===== config.mk =====
export PLATFORM = sky130hd
export DESIGN_NAME = dblbuf_stream_seq
export DESIGN_NICKNAME = d
export VERILOG_FILES = /design/src/rtl/dblbuf_stream_seq.sv
export SDC_FILE = /design/constraint.sdc
export NUM_CORES = 1
export LEC_CHECK = 0
export ABC_AREA = 1
export CAP_MARGIN = 0
export CORE_MARGIN = 1
export CORE_UTILIZATION = 39
export DETAILED_ROUTE_END_ITERATION = 8
export PLACE_DENSITY = 0.69
export SLEW_MARGIN = 15
export SYNTH_ARGS = -nofsm -noshare
export SYNTH_HDL_FRONTEND = slang
export SYNTH_SLANG_ARGS = --single-unit

===== constraint.sdc =====
create_clock -name clock -period 1.7 [get_ports clock]
set_input_delay 0.425 -clock clock [delete_from_list [all_inputs] [get_ports clock]]
set_output_delay 0.425 -clock clock [all_outputs]
set_load 0.02 [all_outputs]

===== src/rtl/dblbuf_stream_seq.sv =====
// dblbuf_stream_seq
//   Drives the write port, read port and swap request of a two-bank
//   double-buffer controller. Words arriving on the input stream fill the
//   write bank. The read bank is drained in address order into a 2-entry
//   output FIFO, which feeds the output stream. The banks swap once per frame
//   of DEPTH words, so one frame buffers while the previous one streams out.
//
// Ports
//   clock, reset_n            clock, asynchronous active-low reset
//   i_in_valid / o_in_ready   input stream handshake, i_in_data word
//   o_out_valid / i_out_ready output stream handshake, o_out_data word,
//                             o_out_last marks word DEPTH-1 of a frame
//   o_swap_n                  one-cycle active-low bank swap request
//   o_w_en_n/o_w_addr/o_w_data  controller write port (write bank)
//   o_r_en_n/o_r_addr         controller read port (read bank)
//   i_r_data                  read data, valid the cycle after o_r_en_n low
//
// This block has no FSM. Its state is a set of counters and flags, and the
// output FIFO.
module dblbuf_stream_seq #(
   parameter int DATA_WIDTH = 16,
   parameter int ADDR_WIDTH = 6,
   parameter int DEPTH      = 64
) (
   input  logic                  clock,
   input  logic                  reset_n,
   input  logic                  i_in_valid,
   output logic                  o_in_ready,
   input  logic [DATA_WIDTH-1:0] i_in_data,
   output logic                  o_out_valid,
   input  logic                  i_out_ready,
   output logic [DATA_WIDTH-1:0] o_out_data,
   output logic                  o_out_last,
   output logic                  o_swap_n,
   output logic                  o_w_en_n,
   output logic [ADDR_WIDTH-1:0] o_w_addr,
   output logic [DATA_WIDTH-1:0] o_w_data,
   output logic                  o_r_en_n,
   output logic [ADDR_WIDTH-1:0] o_r_addr,
   input  logic [DATA_WIDTH-1:0] i_r_data
);

   // Counters need one extra bit so that they can hold the value DEPTH.
   localparam int             CW      = ADDR_WIDTH + 1;
   localparam logic [CW-1:0]  DEPTH_C = CW'(DEPTH);
   localparam logic [CW-1:0]  LAST_C  = CW'(DEPTH - 1);

   logic [CW-1:0]         r_fill_cnt;
   logic [CW-1:0]         r_rd_cnt;
   logic                  r_frame_vld;
   logic                  r_inflight;
   logic                  r_inflight_last;
   logic [DATA_WIDTH-1:0] r_fifo_data [2];
   logic [1:0]            r_fifo_last;
   logic                  r_fifo_wptr;
   logic                  r_fifo_rptr;
   logic [1:0]            r_fifo_occ;

   logic w_in_ready;
   logic w_in_accept;
   logic w_out_valid;
   logic w_pop;
   logic w_push;
   logic w_credit_ok;
   logic w_issue;
   logic w_swap;

   assign w_in_ready  = (r_fill_cnt != DEPTH_C);
   assign w_in_accept = i_in_valid & w_in_ready;

   assign w_out_valid = (r_fifo_occ != 2'd0);
   assign w_pop       = w_out_valid & i_out_ready;
   assign w_push      = r_inflight;

   // A read may be issued only if there will be a FIFO slot for it.
   // FIFO entries and the read in flight both count against the 2 slots.
   // A pop in this cycle frees one slot. This keeps 1 word/cycle when the
   // output never stalls.
   assign w_credit_ok = ({1'b0, r_fifo_occ} + {2'b00, r_inflight})
                        < (3'd2 + {2'b00, w_pop});
   assign w_issue     = r_frame_vld & (r_rd_cnt != DEPTH_C) & w_credit_ok;

   // The write bank is full. The swap waits until the read bank is free:
   // either it never held a frame, or it is fully drained with no read still
   // waiting for data.
   assign w_swap = (r_fill_cnt == DEPTH_C)
                   & (~r_frame_vld | ((r_rd_cnt == DEPTH_C) & ~r_inflight));

   assign o_in_ready  = w_in_ready;
   assign o_w_en_n    = ~w_in_accept;
   assign o_w_addr    = r_fill_cnt[ADDR_WIDTH-1:0];
   assign o_w_data    = i_in_data;
   assign o_r_en_n    = ~w_issue;
   assign o_r_addr    = r_rd_cnt[ADDR_WIDTH-1:0];
   assign o_swap_n    = ~w_swap;
   assign o_out_valid = w_out_valid;
   assign o_out_data  = r_fifo_data[r_fifo_rptr];
   assign o_out_last  = r_fifo_last[r_fifo_rptr];

   always_ff @(posedge clock or negedge reset_n) begin
      if (!reset_n) begin
         r_fill_cnt      <= '0;
         r_rd_cnt        <= '0;
         r_frame_vld     <= 1'b0;
         r_inflight      <= 1'b0;
         r_inflight_last <= 1'b0;
         r_fifo_data[0]  <= '0;
         r_fifo_data[1]  <= '0;
         r_fifo_last     <= 2'b00;
         r_fifo_wptr     <= 1'b0;
         r_fifo_rptr     <= 1'b0;
         r_fifo_occ      <= 2'd0;
      end else begin
         if (w_swap)
            r_fill_cnt <= '0;
         else if (w_in_accept)
            r_fill_cnt <= r_fill_cnt + CW'(1);

         if (w_swap) begin
            r_rd_cnt    <= '0;
            r_frame_vld <= 1'b1;
         end else if (w_issue) begin
            r_rd_cnt <= r_rd_cnt + CW'(1);
         end

         r_inflight      <= w_issue;
         r_inflight_last <= w_issue & (r_rd_cnt == LAST_C);

         if (w_push) begin
            r_fifo_data[r_fifo_wptr] <= i_r_data;
            r_fifo_last[r_fifo_wptr] <= r_inflight_last;
            r_fifo_wptr              <= ~r_fifo_wptr;
         end
         if (w_pop)
            r_fifo_rptr <= ~r_fifo_rptr;

         case ({w_push, w_pop})
            2'b10:   r_fifo_occ <= r_fifo_occ + 2'd1;
            2'b01:   r_fifo_occ <= r_fifo_occ - 2'd1;
            default: r_fifo_occ <= r_fifo_occ;
         endcase
      end
   end

endmodule


==> summary.md <==
| Metric | Value |
|---|---|
| Worst-Margin Slew | 0.445 ns |
| WL final | 6.14 mm |
| CTS Buffer Depth | 2 |
| # clock sinks | 55 |
| Count of cell types in the netlist | 27 |
| P_leak | 2.13 nW |
| Final Cycle Share | 109% |
| Chip Height | 88.6 µm |
| Reg2Reg Launch Point | r_fifo_occ[0]$_DFFE_PN0P_ |
| Die Area | 7860 µm² |
| Sw Share | 41.3% |
| Post-synth ARST share | 100% |
| Clk network pwr share | 10.7% |
| Cells after synthesis | 363 |
| Maximum vdd drop | 0.000717 V |
| DP Area | 3630 µm² |
| CP Launch Type | flop |
| Clock Latency Late Sink | 0.30 ns |
| Total number of vias | 2,422 |
| First-pass GRT wire length | 10.6 mm |
| Port buffer count | 53 |
| Ant. Diodes | 0 |
| Crit-path slowest cell | dfrtp_1 |
| Crit path from | r_inflight$_DFF_PN0_ |
| Remaining Overflow, GRT | 0 |
| CP Depth | 5 |
| Layout cells sized above 1 | 33.1% |
| Share of the synthesized area in the top cell type | 47.0% |
| RSZ-0062 raised after global routing | true |
| Main synth FF type | dfrtp_1 |
| Worst setup EP type | output port |
| Max Cap Viol | 0 |
| Cell mode on critical path | ha_4 |
| PD cells | 1700 nW/µm² |
| Final core utilization | 55.4% |
| Fin. Hold Viols | 0 |
| Final worst slack | -0.149 ns |
| Nets@finish | 474 |
| Core area | 7250 µm² |
| Post-place setup slack | -0.493 ns |
| Cell-internal power | 0.00402 W |
| Vias in the first global route | 2,452 |
| Post-synth EDFFs | 0 |
| Number of antenna violations at the first check in global routing | 0 |
| Largest net degree at the start of global routing | 35 |
| CP Data Required Time | 1.27 ns |
| CTS Buf Count | 5 |
| Synth warn | 0 |
| # setup viols final | 5 |
| Synth area leader | dfrtp_1 |
| CP cell instances | ha_4 > ha_4 > nand2_2 > nand3_2 > buf_6 |
| Critical path data arrival time | 1.42 ns |
| Flop pwr share | 32.0% |
| Clk slew on worst S/H paths | 0.10 ns |
| Length in cells of the worst reg-to-reg path | 10 |
| # DRC | 0 |
| Final Skew | 0.00404 ns |
| Critical Path Fanout Max | 2 |
| #FFs+latches synth | 55 |
| Worst Path Buf+Inv | 1 |
| Mean post-synth cell area | 8.07 µm² |
| Row Count | 31 |
| Total Routing Usage GR | 17.2% |
| Most frequent cell after synthesis | nand2_1 |
| Synth top area cells | dfrtp_1 (47%), nand2_1 (17%), buf_4 (7.2%), inv_1 (4.2%), nand3_1 (3.2%) |
| Initial Util | 40.4% |
| Sequential-to-total area share from yosys stat | 47.0% |
| Detailed placement HPWL | 4.22 mm |
| Fin crit period | 1.85 ns |
| WL/cell | 11.6 µm |
| # IOs | 86 |
| Achievable Freq | 0.541 GHz |
| Fin. max-slew vios | 0 |
| H-tree depth | 2 |
| Root buf cell | clkbuf_8 |
| Worst hold margin | 0.0507 ns |
| Failing checks | setup timing |
| Final instance area | 4020 µm² |
| Via density | 4.56 |
| GP Congestion | 0.773 |
| Chip width | 88.6 µm |
| Switching power | 0.00283 W |
| Layout area overhead | 37.3% |
| CTS tree | yes |
| First-iteration detailed-routing DRC count | 95 |
| Slew HR | 70.4% |
| Most common library cells after synthesis | nand2_1 (129), dfrtp_1 (55), inv_1 (33) |
| Top delay family on crit path | flip-flops |
| Logic pwr share | 57.3% |
| Syn_nets | 406 |
| DRT Pass-1 Iters | 4 |
| Status | finished with violations |
| Crit path kind | reg2out |
| Mapped Area | 2930 µm² |
| Worst Hold Class | in2async |
| Largest stage delay, worst path | 0.43 ns |
| DRT antenna net count | 0 |
[metrics by stage]
step | instances | power, W | setup TNS [ns]
CTS | 531 | 0.00613 | -0.986
finish | 531 | 0.00685 | -0.353
detailed placement | 516 | 0.00550 | -2.63
floorplan | 363 | 0.00410 | 0
global placement | 516 | 0.00540 | -2.23
global route | 531 | 0.00744 | -1.13
[cell usage in the layout, fill, tap and decap left out, types with 6 or more instances in the layout]
cell type,count
o21ai_0,17
nand2_4,9
nand2_2,28
inv_2,10
o21ai_1,18
nand3_1,19
dlygate4sd2_1,12
buf_6,25
nor2_1,6
buf_4,40
clkdlybuf4s50_1,18
dfrtp_1,54
nand2_1,97
inv_1,29
xor2_1,7
[flip-flops by register name, indices dropped and copies added, names as in the netlist]
name,flops
r_fifo_data,32
r_fifo_last,2
r_fifo_occ,2
r_fifo_rptr,1
r_fifo_wptr,1
r_fill_cnt,7
r_frame_vld,1
r_inflight,1
r_inflight_last,1
r_rd_cnt,7
[final cells by class]
| cell class | count | area (µm²) |
|---|---|---|
| fillers | 669 | 3230 |
| flip-flops and latches | 55 | 1380 |
| multi-input cells | 228 | 1320 |
| repair buffers | 101 | 957 |
| inverters | 40 | 153 |
| well taps | 99 | 124 |
| clock buffers | 5 | 68.8 |
| clock inverters | 3 | 22.5 |
[worst paths after layout]
path,slack [ns],endpoint
max,-0.15,o_r_en_n
min,0.05,r_fifo_data[22]$_DFFE_PN0P_
max reg2reg,0.09,r_fifo_occ[1]$_DFFE_PN0P_
min reg2reg,0.50,r_fifo_data[1]$_DFFE_PN0P_
max in group asynchronous,1.18,r_fifo_rptr$_DFFE_PN0P_
min in group clock,0.50,r_fifo_data[1]$_DFFE_PN0P_
[power groups by stage]
stage / Combinational (W) / Clock, W / Sequential (W)
2_1_floorplan: 0.00198 / 0 / 0.00212
6_report: 0.00392 / 0.000732 / 0.00219
4_1_cts: 0.00325 / 0.000755 / 0.00212
3_3_place_gp: 0.00330 / 0 / 0.00210
3_5_place_dp: 0.00338 / 0 / 0.00213
5_1_grt: 0.00438 / 0.000802 / 0.00226
[cells by family after synthesis]
kind of cell | count (synthesis) | share of synthesized area [%]
AO/OA/AOI/OAI | 37 | 6.71
XOR/XNOR | 8 | 2.39
adder cells (fa/ha/maj) | 7 | 2.99
buffers and inverters | 80 | 15.0
flip-flops | 55 | 47.0
AND/OR/NAND/NOR | 176 | 25.9
[layer usage]
layer | GRT usage, % | part of all wire [%] | vias to the layer above
li1 | - | - | 1233
met1 | 21.4 | 45 | 1121
met2 | 30.9 | 50 | 60
met3 | 3.54 | 4.8 | 8
met4 | 3.67 | 0.64 | 0
met5 | 0 | 0 | -
[repair_timing]
action | 4_1_cts | 5_1_grt
gates cloned | 0 | 1
endpoints found under the setup margin | 34 | 24
buffers inserted | 7 | 2
pin swaps | 5 | 14
hold endpoints to repair | 0 | 0
hold buffers | 0 | 0
gates resized for setup | 132 | 82
Power figures use the tool's default switching activity.
==> RTL edit: new RTL, config.mk and constraints unchanged <==
Set the parameter `DEPTH` to 48 (it was 64).
--- a/src/rtl/dblbuf_stream_seq.sv
+++ b/src/rtl/dblbuf_stream_seq.sv
@@ -22,3 +22,3 @@
    parameter int ADDR_WIDTH = 6,
-   parameter int DEPTH      = 64
+   parameter int DEPTH      = 48
 ) (
Check against the original RTL: same outputs for any inputs over 10 cycles, from zero or initial values and one cycle with reset_n low; that may be too few to reach the edited logic, so the function may still have changed.
==> RTL edit against the unedited design <==
The flow still finishes with violations (negative setup slack); final area rose by 1.7%; die area up 1.2%; sequential share of layout area down 0.61 points; non-clock buffer count unchanged; routed wire length rose by 4.4%; worst setup slack got worse by 0.0028 ns; sequential power down 4%; sequential cell count unchanged; total power grew 0.40%; final cell count grew 3.2%; combinational power grew 3%; area after synthesis up 1.2%; largest power group unchanged; highest routed layer unchanged.
==> RTL edit: results (changes against the unedited design) <==
detailed_routing:
  viasPerCell: 4.593  # +0.70%
  drt_iter0_drc: 72  # -24%
sta:
  setup_ws_ns: -0.1523  # -0.002818 ns
  setup_viol: 12  # +7
  skew_ns: 0.006310  # +0.002274 ns
  setup_tns_ns: -0.6606  # -0.3074 ns
finish:
  seq_share: 0.3366  # -0.006072
  clk_share: 0.02203  # -0.0006883
  nets: 491  # +3.6%
  multi_input_area_share: 0.3268  # -0.0009247
  nClkBuffers: 6  # +1
clock_network:
  cts_resized: 118  # -11%
synth:
  netlist_instances: 381  # +5.0%
  synth_fp_nets: 424  # +4.4%
setup_path:
  rr_worst_depth: 11  # +1
  path_max_fanout: 5  # +3
  timing.rr.start: "r_fill_cnt[0]"
  reg2reg_to: "r_rd_cnt[6]"
  r2r_slack_ns: 0.12  # +0.03 ns
global_route:
  grt_use_met2: 0.2949  # -0.01416
  grt_use_met1: 0.1986  # -0.01497
  grtUsageTotal: 0.1636  # -0.008535
  grt_max_degree: 56  # +60%
outcome:
  outcome: "complete, but fails checks"
  violations: "negative setup slack"
pwr:
  vdd_drop_max_uv: 817.1  # +14%
  power.switching_w: 0.002878  # +1.7%
  leakage_nw: 2.183  # +2.3%
floorplan:
  die_x_microns: 89.16  # +0.58%
placement:
  dpl.hpwl_microns: 4040  # -4.3%
  gp_congestion: 0.8073  # +4.5%
  dp_slack_ns: -0.4131  # +0.08019 ns
-- RTL edit: worst min-delay path by stage --
stage	cells past startpoint	endpoint	slack [ns]	from
final	2	r_fifo_data[12]	0.1	reset_n
after global routing	2	r_fifo_data[12]	0.12	reset_n
after CTS	2	r_fifo_data[12]	0.11	reset_n
after detailed placement	2	r_fifo_data[12]	0.45	reset_n
after global placement	2	r_fifo_data[28]	0.45	reset_n
after floorplan	0	r_fifo_data[0]	0.13	reset_n
-- RTL edit: cell families (layout without fill, tap and decap cells) --
| logic type | after synthesis | in the layout | share of synthesized area |
|---|---|---|---|
| AOI/OAI and AO/OA | 39 | 39 | 0.06756 |
| xor gates and xnor gates | 6 | 6 | 0.01774 |
| adders and majority gates | 7 | 7 | 0.02956 |
| buffers and inverters | 91 | 159 | 0.1630 |
| DFF | 55 | 55 | 0.4645 |
| and+or+nand+nor | 183 | 183 | 0.2576 |
